`src/rtl/key_dispatch.sv`:
```
// -----------------------------------------------------------------------------
// key_dispatch
//
// Frame-rate scheduler that shares one USB keyboard report between two
// ball-motion datapaths. Player 1 steers with W/A/S/D and player 2 with the
// arrow keys. Each tracked key is debounced over DEB_FRAMES frames. Held and
// simultaneous keys are resolved with last-pressed-wins. One direction code is
// emitted per player per frame. Both players' outputs use the arrow-code space
// (79 right, 80 left, 81 down, 82 up), so both ball instances decode the same
// way.
//
// Optional feature (macro KEY_DISPATCH_PAUSE_EN):
//   Space (HID 44) is debounced like the other keys. Each new press toggles
//   pause. While paused, both keycodes read 0, but tracking continues. When
//   the macro is undefined, code 44 is ignored and paused is tied low.
//
// Ports:
//   Reset       in   1  asynchronous, active-high reset
//   frame_clk   in   1  frame clock, all state changes on its rising edge
//   key0..key3  in   8  keyboard report slots, 0 = empty
//   keycode_p1  out  8  player 1 direction code (79/80/81/82) or 0
//   keycode_p2  out  8  player 2 direction code (79/80/81/82) or 0
//   paused      out  1  pause active (always 0 without KEY_DISPATCH_PAUSE_EN)
// -----------------------------------------------------------------------------
module key_dispatch #(
  parameter int         DEB_FRAMES = 2,   // legal range 1..7
  parameter logic [7:0] P1_UP      = 8'd26,
  parameter logic [7:0] P1_LEFT    = 8'd4,
  parameter logic [7:0] P1_DOWN    = 8'd22,
  parameter logic [7:0] P1_RIGHT   = 8'd7,
  parameter logic [7:0] P2_UP      = 8'd82,
  parameter logic [7:0] P2_LEFT    = 8'd80,
  parameter logic [7:0] P2_DOWN    = 8'd81,
  parameter logic [7:0] P2_RIGHT   = 8'd79
) (
  input  logic       Reset,
  input  logic       frame_clk,
  input  logic [7:0] key0,
  input  logic [7:0] key1,
  input  logic [7:0] key2,
  input  logic [7:0] key3,
  output logic [7:0] keycode_p1,
  output logic [7:0] keycode_p2,
  output logic       paused
);

`ifdef KEY_DISPATCH_PAUSE_EN
  localparam int NK = 9;                  // 8 direction keys + space
`else
  localparam int NK = 8;
`endif

  localparam logic [2:0] DEB = 3'(DEB_FRAMES);

  // Arrow-code output space shared by both players.
  localparam logic [7:0] OUT_UP    = 8'd82;
  localparam logic [7:0] OUT_DOWN  = 8'd81;
  localparam logic [7:0] OUT_LEFT  = 8'd80;
  localparam logic [7:0] OUT_RIGHT = 8'd79;

  typedef enum logic [2:0] {
    S_IDLE,
    S_UP,
    S_DOWN,
    S_LEFT,
    S_RIGHT
  } state_t;

  // Key index layout. Within a player, the bit order is also the priority
  // order: [0] up, [1] down, [2] left, [3] right. Bits 3:0 belong to player 1
  // and bits 7:4 to player 2. Bit 8, when present, is space.
  logic [7:0]    w_code [NK];
  logic [NK-1:0] w_present;
  logic [NK-1:0] w_held;
  logic [NK-1:0] w_rise;
  logic [NK-1:0] r_held_d;
  logic [2:0]    r_cnt  [NK];

  state_t        r_state_p1, r_state_p2;
  state_t        w_next_p1,  w_next_p2;
  logic [7:0]    r_keycode_p1, r_keycode_p2;
  logic          w_paused_next;

  assign w_code[0] = P1_UP;
  assign w_code[1] = P1_DOWN;
  assign w_code[2] = P1_LEFT;
  assign w_code[3] = P1_RIGHT;
  assign w_code[4] = P2_UP;
  assign w_code[5] = P2_DOWN;
  assign w_code[6] = P2_LEFT;
  assign w_code[7] = P2_RIGHT;
`ifdef KEY_DISPATCH_PAUSE_EN
  assign w_code[8] = 8'd44;
`endif

  // A key is present if any report slot carries its code. Duplicate slots
  // collapse naturally in the OR.
  // NOTE: give every always_comb output a value before any branching, so no
  // path leaves it unassigned and no latch is inferred.
  always_comb begin
    w_present = '0;
    for (int k = 0; k < NK; k++) begin
      w_present[k] = (key0 == w_code[k]) || (key1 == w_code[k]) ||
                     (key2 == w_code[k]) || (key3 == w_code[k]);
    end
  end

  // Debounce: count present frames, saturate at DEB, clear at once on absence.
  // NOTE: the counters are a small register array, not RAM, so they reset
  // with everything else. This makes a key held through reset re-debounce
  // from 0.
  always_ff @(posedge frame_clk or posedge Reset) begin
    if (Reset) begin
      for (int k = 0; k < NK; k++) r_cnt[k] <= 3'd0;
      r_held_d <= '0;
    end else begin
      // NOTE: sequential state uses non-blocking assignments. All flops then
      // sample pre-edge values, whatever order the statements are in.
      for (int k = 0; k < NK; k++) begin
        if (!w_present[k])      r_cnt[k] <= 3'd0;
        else if (r_cnt[k] != DEB) r_cnt[k] <= r_cnt[k] + 3'd1;
      end
      r_held_d <= w_held;
    end
  end

  always_comb begin
    w_held = '0;
    for (int k = 0; k < NK; k++) w_held[k] = (r_cnt[k] == DEB);
  end

  assign w_rise = w_held & ~r_held_d;

  // Highest-priority set key (up > down > left > right), or IDLE if none.
  function automatic state_t pick(input logic [3:0] keys);
    if (keys[0])      return S_UP;
    else if (keys[1]) return S_DOWN;
    else if (keys[2]) return S_LEFT;
    else if (keys[3]) return S_RIGHT;
    else              return S_IDLE;
  endfunction

  // True while the key behind the current direction is still held.
  function automatic logic dir_held(input state_t cur, input logic [3:0] held);
    case (cur)
      S_UP:    return held[0];
      S_DOWN:  return held[1];
      S_LEFT:  return held[2];
      S_RIGHT: return held[3];
      default: return 1'b0;
    endcase
  endfunction

  // A fresh press always takes over. Losing the current key falls back to
  // whatever own key is still held. Otherwise, keep the current direction.
  function automatic state_t fsm_next(input state_t cur, input logic [3:0] held,
                                      input logic [3:0] rise);
    if (|rise)                                  return pick(rise);
    else if (cur != S_IDLE && !dir_held(cur, held)) return pick(held);
    else                                        return cur;
  endfunction

  function automatic logic [7:0] encode(input state_t s);
    case (s)
      S_UP:    return OUT_UP;
      S_DOWN:  return OUT_DOWN;
      S_LEFT:  return OUT_LEFT;
      S_RIGHT: return OUT_RIGHT;
      default: return 8'd0;
    endcase
  endfunction

  always_comb begin
    w_next_p1 = fsm_next(r_state_p1, w_held[3:0], w_rise[3:0]);
    w_next_p2 = fsm_next(r_state_p2, w_held[7:4], w_rise[7:4]);
  end

`ifdef KEY_DISPATCH_PAUSE_EN
  logic r_paused;

  assign w_paused_next = r_paused ^ w_rise[8];

  always_ff @(posedge frame_clk or posedge Reset) begin
    if (Reset) r_paused <= 1'b0;
    else       r_paused <= w_paused_next;
  end

  assign paused = r_paused;
`else
  assign w_paused_next = 1'b0;
  assign paused        = 1'b0;
`endif

  // The outputs are registered from the next state and next pause value. A
  // direction change, or an unpause, therefore shows on the same edge that
  // causes it.
  always_ff @(posedge frame_clk or posedge Reset) begin
    if (Reset) begin
      r_state_p1   <= S_IDLE;
      r_state_p2   <= S_IDLE;
      r_keycode_p1 <= 8'd0;
      r_keycode_p2 <= 8'd0;
    end else begin
      r_state_p1   <= w_next_p1;
      r_state_p2   <= w_next_p2;
      r_keycode_p1 <= w_paused_next ? 8'd0 : encode(w_next_p1);
      r_keycode_p2 <= w_paused_next ? 8'd0 : encode(w_next_p2);
    end
  end

  assign keycode_p1 = r_keycode_p1;
  assign keycode_p2 = r_keycode_p2;

endmodule

```
`config.mk`:
```
export PLATFORM = sky130hd
export DESIGN_NAME = key_dispatch
export DESIGN_NICKNAME = d
export VERILOG_FILES = /design/src/rtl/key_dispatch.sv
export SDC_FILE = /design/constraint.sdc
export NUM_CORES = 1
export LEC_CHECK = 0
export ABC_AREA = 1
export BUFFER_PORTS_ARGS = -buffer_cell sky130_fd_sc_hd__buf_2
export CORE_MARGIN = 3
export CORE_UTILIZATION = 61
export DETAILED_ROUTE_END_ITERATION = 16
export GPL_TIMING_DRIVEN = 0
export HOLD_SLACK_MARGIN = 0.12
export PLACE_DENSITY = 0.86
export SETUP_SLACK_MARGIN = 0.02
export SYNTH_ARGS = -nofsm -noshare
export SYNTH_HDL_FRONTEND = slang
export SYNTH_SLANG_ARGS = --single-unit
```
`constraint.sdc`:
```
create_clock -name frame_clk -period 2.4 [get_ports frame_clk]
set_input_delay 0.6 -clock frame_clk [delete_from_list [all_inputs] [get_ports frame_clk]]
set_output_delay 0.6 -clock frame_clk [all_outputs]
set_load 0.01 [all_outputs]
```
# Yosys cells after proc, flatten, opt, wreduce, memory -nomap -nowiden
# Cells that the tools add are included.
op_classes:
  reduce_logical: 32
  addsub: 8
  bitwise_logic: 2
  n_eq_ne: 72
  muxes: 42
ops:
  columns: ["operator", "count"]
  rows:
  - ["== test 8 x 7 -> 1 bit, second input constant", 16]
  - ["2-to-1 mux 3 bit", 36]
  - ["== test 8 x 3 -> 1 bit, second input constant", 8]
  - ["== test 8 x 5 -> 1 bit, second input constant", 8]
  - ["case mux 7 bit (4 select lines)", 2]
  - ["== test 3 x 2 -> 1 bit, second input constant", 16]
  - ["adder 3 x 1 -> 3 bit, second input constant", 8]
  - ["logical OR 1 bit", 24]
  - ["inequality test 3 x 2 -> 1 bit, second input constant", 8]
  - ["inequality test 2 x 1 -> 1 bit, second input constant", 8]
  - ["== test 3 x 1 -> 1 bit, second input constant", 4]
  - ["== test 3 bit, second input constant", 4]
  - ["AND 8 bit", 1]
  - ["NOT 8 bit", 1]
  - ["case mux 1 bit (4 select lines)", 2]
  - ["OR reduction 4 bit", 2]
  - ["nonzero test 3 bit", 2]
  - ["logical AND 1 bit", 2]
  - ["zero test 1 bit", 2]
  - ["2-to-1 mux 1 bit", 2]
totals:
  wordCells: 169
  reg_bits: 54
  in_bits: 34

# Logic depth before layout (Yosys ltp)
# Gate-level depths: netlist of run 1.
logic_depth:
  ltp_word: 10
  ltp_mapped: 13

# Worst setup path after synthesis of run 1
# Ideal clock, no wire load.
synth_timing:
  path_kind: "reg-to-reg"
  startpoint: "reg r_cnt[12] (netlist bit)"
  endpoint: "reg r_keycode_p1[6], in the netlist keycode_p1[6]"
  required_time_ps: 2275
  setup_time_ps: 125
  path_stages_with_launch: 12
  setup_slack_ps: 932
  t_arrival_ps: 1343
  period_less_slack_ps: 1468
  path_buffers: 0
  cell_sequence: "dfrtp_1 -> inv_1 -> ha_1 -> inv_1 -> nor2_4 -> nand2_2 -> nand2_2 -> nand3_2 -> a21oi_1 -> nand2_1 -> nand2_2 -> nand3_1"
synth_via:
  elab_chain_cells: 9
  elab_cells_between_ends: 22
  cone_classes: "5 x eq/ne; 13 x mux; 1 x bitwise; 3 x reduce/logical"
synth_lines:
  columns: ["element", "line", "rtl"]
  rows:
  - ["from (decl)", "77", "logic [2:0] r_cnt [NK];"]
  - ["from (signal, indexed assignment)", "120", "if (!w_present[k]) r_cnt[k] <= 3'd0;"]
  - ["== test 3 x 2 -> 1 bit *", "129", "for (int k = 0; k < NK; k++) w_held[k] = (r_cnt[k] == DEB);"]
  - ["named net w_held[3]", "74", "logic [NK-1:0] w_held;"]
  - ["case mux 1 bit (4 select lines) (tied with other cells)", "145", "case (cur)"]
  - ["2-to-1 mux 1 bit (tied with other cells)", "158", "if (|rise) return pick(rise);"]
  - ["zero test 1 bit (tied with other cells)", "159", "else if (cur != S_IDLE && !dir_held(cur, held)) return pick(held);"]
  - ["logical AND 1 bit (tied with other cells)", "159", null]
  - ["2-to-1 mux 3 bit, on equally long branches", "159, 136", null]
  - ["2-to-1 mux 3 bit *", "158", null]
  - ["== test 3 bit (tied with other cells)", "164", "case (s)"]
  - ["case mux 7 bit (4 select lines) *", "164", null]
  - ["to (signal assigned)", "206", "r_keycode_p1 <= w_paused_next ? 8'd0 : encode(w_next_p1);"]
  - ["to (decl)", "81", "logic [7:0] r_keycode_p1, r_keycode_p2;"]
# The timed path passes the listed nets; every way through them passes the cells marked *. The select of a mux whose other input is x is not followed.
# A chain may end at the register's enable or synchronous reset.

# Worst setup path after layout of run 1
layout_timing:
  startpoint: "reg r_cnt[0] (netlist bit)"
  endpoint: "reg r_keycode_p2[0], in the netlist keycode_p2[0]"
layout_via:
  elab_chain_cells: 9
  elab_cells_between_ends: 22
  cone_classes: "5 x eq/ne; 13 x mux; 1 x bitwise; 3 x reduce/logical"
layout_lines:
  columns: ["element", "line", "rtl"]
  rows:
  - ["== test 3 x 2 -> 1 bit *", "129", null]
  - ["named net w_held[7]", "74", null]
  - ["case mux 1 bit (4 select lines)", "145", null]
  - ["2-to-1 mux 1 bit", "158", null]
  - ["zero test 1 bit", "159", null]
  - ["logical AND 1 bit", "159", null]
  - ["2-to-1 mux 3 bit", "159", null]
  - ["2-to-1 mux 3 bit *", "158", null]
  - ["named net w_next_p2[0]", "80", "state_t w_next_p1, w_next_p2;"]
  - ["== test 3 bit (tied with other cells)", "164", null]
  - ["case mux 7 bit (4 select lines) *", "164", null]
  - ["to (signal assigned)", "207", "r_keycode_p2 <= w_paused_next ? 8'd0 : encode(w_next_p2);"]
  - ["to (decl)", "81", null]
# Marks and branches as above.

==> impl_results.md, run 1 <==
- Status: finished clean
- Int Power: 0.00132 W
- Static leakage: 1.81 nW
- Pwr dens: 580 nW/um^2
- Antenna diodes: 0
- Die Wd: 76.3 um
- Die H: 76.3 um
- Layout cells sized above 1: 24.1%
- Htree depth: 2
- DRC viols: 0
- Initial Utilization: 66.0%
- Post-synthesis compound-gate area fraction: 6.39%
- Sw frac: 33.7%
- Mapped Cells: 391
- Post-synthesis adder-cell area fraction: 6.64%
- Critical Path AT: 1.84 ns
- Worst path cell trace: inv_1, ha_1, inv_2, nor2_4, nand2_2, nand2_2, nand3_2, nand2_1, nand3_1, nand2_2, inv_2, nand2_1, nand2_1
- Final setup violation count: 0
- XOR/XNOR Fraction of Synth Area: 2.32%
- Multiplexer area fraction after synthesis: 0%
- CP startpoint kind: flop
- Wirelength per Cell: 11.1 um
- Total of warnings raised by yosys: 0
- Final HPWL DP: 4690 um
- Critical path required time: 2.59 ns
- Met1 WL: 2530 um
- CORE AREA: 4560 sq um
- Tmin final: 1.65 ns
- Vias: 2,599
- Critical path peak fanout: 5
- Total gr overflow: 0
- Design Power: 0.00199 W
- Post-Syn Area: 3010 sq um
- Die area: 5820 sq um
- Pin count of the biggest net entering global routing: 37
- Num CTS Buffers: 5
- Wire length of the first global-routing pass: 10,300 um
- Final WL: 5680 um
- Gr usage total: 21.3%
- Longest Clk Path Bufs: 2
- Row cnt: 24
- CP max stage delay: 0.39 ns
- Max-cap violations: 0
- DRT iter0 DRCs: 140
- CP endpoint kind: flop
- Combined buffer and inverter count along the critical path: 3
- Avg Cell Area, Syn: 7.71 sq um
- CP top delay family: simple AND/OR/NAND/NOR gates
- Top cell type's share of synthesized area: 39.9%
- Final cycle utilization of the critical path: 68.7%
- Achievable Freq: 0.607 GHz
- Clock Skew: 0.00420 ns
- Sink Count: 48
- Met3 WL post-DR: 297 um
- VDD IR max: 0.426 mV
- Hold Violations, Final: 0
- Cell taking the most area after synthesis: dfrtp_1
- Vias in the first global route: 2,514
- Sequential Power Share: 47.8%
- Clk pwr share: 22.7%
- Synth cell types: 29
- Root Buffer: clkbuf_8
- Slowest cell on the critical path: dfrtp_1
- Final TNS setup: 0 ns
- Post-synthesis register bit count: 48
- Fill count: 346
- Area Growth Syn to Fin: 14.0%
- CTS clk-pin slew, worst paths: 0.08 ns
- Met2 wire len: 2730 um
- Highest metal used: met4
- Worst skew pair latency: 0.30 ns
- PortBufs: 45
- Unrepaired setup endpoints after global routing: false
- HP Class: in2async
- Main combinational cell family by area after synthesis: simple AND/OR/NAND/NOR gates
- Max-slew violation count: 0
- Worst setup path category: reg2reg
- Top cells by area, synth: dfrtp_1 40%, inv_1 7.1%, nand2_1 6.8%
- Antenna viol nets, final: 0
- Routability cong.: 0.877
- Post-CTS Setup Bufs: 0
- DR pass1 iterations: 4
- Gate power share: 29.5%
- Net switching power: 0.000672 W
- Sequential area share after synthesis: 39.9%
- Hold buffers post-CTS: 0
- Initial antenna violation count: 0
- Post-CTS sizing: 0
- TritonCTS clock tree: built
- # nets final: 498
- DR vias/cell: 5.07
- Io pins: 51
- Simple-gate share of the synthesized area: 34.3%
[Yosys cell counts (all sizes together)]
| cell | number |
|---|---|
| xnor2 | 2 |
| or2 | 6 |
| nand2 | 75 |
| conb | 1 |
| nor3 | 27 |
| o21ai | 13 |
| o31ai | 1 |
| nand4 | 10 |
| buf | 7 |
| a31oi | 2 |
| a21o | 6 |
| nand3b | 1 |
| dfrtp | 48 |
| xor2 | 6 |
| nand3 | 28 |
| o41ai | 2 |
| nor2 | 56 |
| ha | 16 |
| a21oi | 9 |
| inv | 69 |
| nor4 | 6 |
[cells in the final DEF (no fill, tap or decap), drive strengths merged]
cell	n
a21o	6
nand2	75
xnor2	2
o21ai	13
clkinv	1
clkbuf	5
o41ai	2
clkinvlp	1
a31oi	2
nor3	27
nor4	6
nand4	10
a21oi	9
xor2	6
dfrtp	48
or2	6
nand3	28
conb	5
ha	16
nor2	56
inv	69
buf	53
nand3b	1
o31ai	1
[registers in the layout (all words and copies together) (netlist names)]
name / flops
r_state_p1: 3
keycode_p2: 5
r_state_p2: 3
r_cnt: 24
r_held_d: 8
keycode_p1: 5
[metrics by stage]
stage          std cells  hold slack [ns]  setup slack (ns)  area [sq um]  util [%]
6_report             513            0.229             0.752          3440      75.3
5_1_grt              513            0.251             0.579          3440      75.3
4_1_cts              513            0.227             0.742          3440      75.3
3_5_place_dp         506            0.540             0.712          3360      73.5
3_3_place_gp         505            0.520             0.143          3340      73.1
2_1_floorplan        395            0.502             0.656          3030         -
[logic make-up (layout without fill, tap and decap cells)]
kind of cell | after synthesis | in the layout
flops | 48 | 48
fa+ha+maj | 16 | 16
xor+xnor | 8 | 8
buf+inv | 76 | 129
compound gates | 33 | 33
other cells | 1 | 5
simple gates | 209 | 209
[layout make-up]
| class | instances | area, sq um | area share [%] |
|---|---|---|---|
| Multi-Input combinational cell | 271 | 1520 | 44.1 |
| Sequential cell | 48 | 1200 | 34.9 |
| Inverter | 69 | 259 | 7.54 |
| Timing Repair Buffer | 46 | 245 | 7.14 |
| Tap cell | 65 | 81.3 | 2.37 |
| Clock buffer | 5 | 68.8 | 2.00 |
| Buffer | 7 | 52.6 | 1.53 |
| Clock inverter | 2 | 12.5 | 0.364 |
[power by group through the flow]
stage / sequential [W] / clock [W] / combinational (W)
after floorplan: 0.000996 / 0 / 0.000385
after global placement: 0.000968 / 0 / 0.000564
after detailed placement: 0.000968 / 0 / 0.000589
after CTS: 0.000953 / 0.000467 / 0.000592
after global routing: 0.000965 / 0.000507 / 0.000676
final: 0.000953 / 0.000451 / 0.000588
[metal layers]
layer / vias to the layer above / GRT usage (%)
li1: 1350 / -
met1: 1162 / 25.5
met2: 78 / 37.7
met3: 9 / 3.19
met4: 0 / 9.24
met5: - / 0
[final timing paths]
| check | from | to | slack [ns] | cells after the start |
|---|---|---|---|---|
| min | Reset | r_cnt[4] | 0.23 | 2 |
| max reg2reg | r_cnt[0] | keycode_p2[0] | 0.75 | 13 |
| min in group frame_clk | r_cnt[2] | r_held_d[7] | 0.55 | 1 |
| min reg2reg | r_cnt[2] | r_held_d[7] | 0.55 | 1 |
| max in group asynchronous | Reset | r_cnt[23] | 1.71 | 3 |
| max | r_cnt[0] | keycode_p2[0] | 0.75 | 13 |
Note: power is estimated with default switching activity, not from simulation.
==> run 2: changes to the inputs <==
CORE_UTILIZATION = 51   (was 61)
PLACE_DENSITY = 0.76   (was 0.86)
clock period = 1.5 ns   (was 2.4 ns; I/O delays follow)
==> impl_results.md, run 2 (synthesis gave the netlist of run 1 again) <==
- Status: complete, but fails checks
- Failing checks: setup timing
- Busiest layer in global routing: met2
- Placed cells: 512
- Final TNS setup: -0.253 ns
- Antenna viol nets, final: 0
- Gr usage total: 20.3%
- Worst setup path category: reg2reg
- Wire length of the first global-routing pass: 11,500 um
- Area Growth Syn to Fin: 32.8%
- Non-Filler Instances: 562
- PortBufs: 45
- Row cnt: 27
- Initial Utilization: 53.7%
- Final setup violation count: 6
- Top Registers: r_cnt (24), r_held_d (8)
- Routability cong.: 0.841
- Final HPWL DP: 4730 um
- Sink Count: 48
- Die Wd: 82.9 um
- Multi-input logic area: 1750 sq um
- Pwr dens: 903 nW/um^2
- Achievable Freq: 0.622 GHz
- Vias: 2,951
- Hold buffers post-CTS: 0
- Clock Skew: 0.00751 ns
- TritonCTS clock tree: built
- Max-cap violations: 0
- CP startpoint kind: flop
- # nets final: 539
- CTS clk-pin slew, worst paths: 0.09 ns
- DR pass1 iterations: 5
- Most frequent cells in the layout: 49 x buf_4, 48 x nor2_1, 48 x dfrtp_1
- RR Startpoint: r_cnt[16]
- Die area: 6870 sq um
- Tmin final: 1.61 ns
- HP Class: in2async
- DRT iter0 DRCs: 176
- Met1 Usage GRT: 25.4%
- Fill count: 412
- Io pins: 51
- Pre-CTS WS: -0.166 ns
- CORE AREA: 5610 sq um
- Max-slew headroom: 33.2%
- Num CTS Buffers: 5
- Unrepaired setup endpoints after global routing: true
- Pin count of the biggest net entering global routing: 49
- Htree depth: 2
- DR vias/cell: 5.25
- M3 GR Usage: 3.77%
- Critical path required time: 1.71 ns
- Most common cell after layout, fill and taps aside: buf_4
- Final cycle utilization of the critical path: 107%
- Critical Path AT: 1.82 ns
- Crit path from: r_cnt[16]
- Least-Margin Pin Slew: 1.00 ns
- Hold Violations, Final: 0
- Final WL: 7560 um
- Static leakage: 2.04 nW
- Final Core Density: 71.4%
- Die H: 82.9 um
- DRC viols: 0
- VDD IR max: 0.608 mV
- GR Layer Usage met2: 34.8%
- Final WS setup: -0.108 ns
- Most flops, register: r_cnt
- Wirelength per Cell: 13.5 um
- FF/Latch Area: 1200 sq um
- Max FFs per register: 24
- CP endpoint kind: flop
- Worst skew pair latency: 0.31 ns
- Max-slew violation count: 0
- Design Power: 0.00362 W
- Root Buffer: clkbuf_8
- Antenna diodes: 0
- Layout cells sized above 1: 38.8%
- Total gr overflow: 0
- Initial antenna violation count: 0
- Longest Clk Path Bufs: 2
- Vias in the first global route: 2,685
- Critical path peak fanout: 3
[run 2: what timing repair did]
item | 4_1_cts | 5_1_grt
pin swaps | 22 | 26
gates resized for setup | 25 | 45
setup endpoints to repair | 13 | 13
gates cloned | 0 | 0
setup buffers | 26 | 16
[run 2: layout make-up]
cell class                      instances  area share [%]
Clock buffer                            8            2.25
Multi-Input combinational cell        271            43.8
Buffer                                  7            1.31
Tap cell                               72            2.25
Inverter                               69            6.88
Timing Repair Buffer                   87            13.5
Sequential cell                        48            30.0
[run 2: worst paths after layout]
check                                 to  slack [ns]  cells after the start
max                        keycode_p1[1]       -0.11                     11
max in group asynchronous       r_cnt[1]        0.69                      2
min reg2reg                    r_cnt[23]        0.55                      2
min                             r_cnt[4]        0.28                      2
min in group frame_clk          r_cnt[2]        0.53                      4
max reg2reg                keycode_p1[1]       -0.11                     11
[run 2: where the power goes]
part           internal (W)  switching, W
Clock              0.000377      0.000435
Combinational      0.000497      0.000761
Sequential          0.00145     0.0000949
[run 2: critical path, stage by stage (launching register included)]
cell	delay, ns
dfrtp_1	0.43
ha_4	0.19
inv_4	0.06
nor2_4	0.04
nand2_2	0.08
nand2_4	0.06
nor3_4	0.23
nand3_2	0.12
nand2_2	0.12
inv_2	0.05
nand2_1	0.06
nand2_1	0.05
[run 2: per-layer routing]
layer,wire length (um),up-vias
li1,-,1441
met4,196,0
met1,3090,1373
met2,3830,116
met5,0,-
met3,445,21
[run 2: stage by stage]
stage               area [sq um]  hold WS, ns
CTS                         3710        0.318
finish                      4000        0.278
floorplan                   3030        0.405
global route                4000        0.367
global placement            3350        0.521
detailed placement          3350        0.527
==> run 3: changes to the inputs <==
CORE_UTILIZATION = 35   (was 51)
PLACE_DENSITY = default   (was 0.76)
==> impl_results.md, run 3 (synthesis gave the netlist of run 1 again) <==
- Status: complete, but fails checks
- Failing checks: setup timing
- Final TNS setup: -0.0575 ns
- Root Buffer: clkbuf_8
- Most Frequent Cell on Critical Path: nand2_2
- # nets final: 533
- Achievable Freq: 0.654 GHz
- Worst r2r path cells: 13
- DR pass1 iterations: 4
- CTS clk-pin slew, worst paths: 0.08 ns
- Layout cells sized above 1: 37.0%
- Max-slew violation count: 0
- Static leakage: 2.00 nW
- Max-slew headroom: 32.1%
- Wirelength per Cell: 11.3 um
- Pre-CTS WS: -0.130 ns
- VDD IR max: 0.313 mV
- Antenna diodes: 0
- Final WL: 6610 um
- Num CTS Buffers: 5
- CORE AREA: 8300 sq um
- Vias in the first global route: 2,601
- CP endpoint kind: flop
- Area Growth Syn to Fin: 31.5%
- Gr usage total: 13.7%
- Most common cell after layout, fill and taps aside: nand2_1
- Combined buffer and inverter count along the critical path: 3
- Initial antenna violation count: 0
- Max FFs per register: 24
- FF/Latch Area: 1200 sq um
- Initial Utilization: 36.3%
- DR vias/cell: 4.67
- RR Endpoint: keycode_p2[0]
- Worst setup path category: reg2reg
- CP max stage delay: 0.40 ns
- Wire length of the first global-routing pass: 11,100 um
- Total gr overflow: 0
- Hold Violations, Final: 0
- Multi-input logic area: 1740 sq um
- Max-cap violations: 0
- Most flops, register: r_cnt
- Worst skew pair latency: 0.30 ns
- Row cnt: 33
- Io pins: 51
- Final cycle utilization of the critical path: 102%
- HP Class: in2async
- Routability cong.: 0.830
- Critical Path AT: 1.72 ns
- Fin Hold WS: 0.299 ns
- Critical path required time: 1.69 ns
- Final Core Density: 47.8%
- Most frequent cells in the layout: 49 x nand2_1, 48 x nor2_1, 48 x dfrtp_1
- Design Power: 0.00337 W
- Final HPWL DP: 4520 um
- Die Wd: 98.8 um
- Clock Skew: 0.00313 ns
- Least-Margin Pin Slew: 1.02 ns
- Die H: 98.8 um
- Pwr dens: 849 nW/um^2
- Worst path cell trace: inv_2, ha_4, inv_4, nor2_4, nand2_2, nand2_4, nand3_4, nand2_2, nand3_2, nand2_2, inv_2, nand2_1, nand2_1
- Pin count of the biggest net entering global routing: 49
- Worst R2R Setup Slack: -0.03 ns
- Fill count: 789
- TritonCTS clock tree: built
- DRT iter0 DRCs: 52
- Final setup violation count: 4
- DRC viols: 0
- Slowest cell on the critical path: dfrtp_1
- CP startpoint kind: flop
- Final WS setup: -0.0283 ns
- Tmin final: 1.53 ns
- Antenna viol nets, final: 0
- RR Startpoint: r_cnt[0]
- CP top delay family: simple AND/OR/NAND/NOR gates
- Vias: 2,737
- Critical path peak fanout: 3
- PortBufs: 45
- Htree depth: 2
- Sink Count: 48
- Longest Clk Path Bufs: 2
- Die area: 9760 sq um
- Top Registers: r_cnt (24), r_held_d (8)
- Unrepaired setup endpoints after global routing: true
[run 3: metrics by stage]
step	cell area (sq um)	cells
6_report	3960	586
5_1_grt	3960	586
4_1_cts	3730	574
3_5_place_dp	3390	545
3_3_place_gp	3390	545
2_1_floorplan	3030	395
[run 3: cell type report]
type                    instances  area share, %
flip-flops and latches         48           30.3
clock buffers                   5           1.74
plain buffers                   7           1.33
inverters                      69           6.82
multi-input cells             271           44.0
well taps                     105           3.31
repair buffers                 81           12.5
[run 3: worst max path at each step]
stage / from / endpoint / slack (ns) / cells after the start
floorplan: r_cnt[12] / keycode_p1[6] / 0.03 / 11
global placement: r_cnt[12] / keycode_p1[6] / -0.11 / 11
detailed placement: r_cnt[12] / keycode_p1[6] / -0.13 / 11
CTS: r_cnt[0] / keycode_p2[0] / -0.01 / 13
global route: r_cnt[13] / keycode_p1[0] / -0.14 / 10
finish: r_cnt[0] / keycode_p2[0] / -0.03 / 13
[run 3: metal layers]
| layer | global-route usage, % | vias to the layer above | routed length (um) |
|---|---|---|---|
| met5 | 0 | - | 0 |
| met4 | 4.10 | 0 | 65 |
| met3 | 3.18 | 6 | 319 |
| met2 | 23.3 | 65 | 3260 |
| met1 | 17.3 | 1244 | 2960 |
| li1 | - | 1422 | - |
[run 3: repair_timing]
action / 4_1_cts / 5_1_grt
setup endpoints to repair: 12 / 13
endpoints found under the hold margin: 0 / 0
resized for setup: 30 / 33
buffers inserted: 24 / 12
pin swaps: 17 / 27
hold buffers: 0 / 0
[run 3: power by group]
| group | total, W | switching, W | internal [W] | leakage [nW] |
|---|---|---|---|---|
| combinational | 0.00113 | 0.000683 | 0.000445 | 1.32 |
| clock | 0.000693 | 0.000392 | 0.000301 | 0.0359 |
| sequential | 0.00154 | 0.0000932 | 0.00145 | 0.650 |
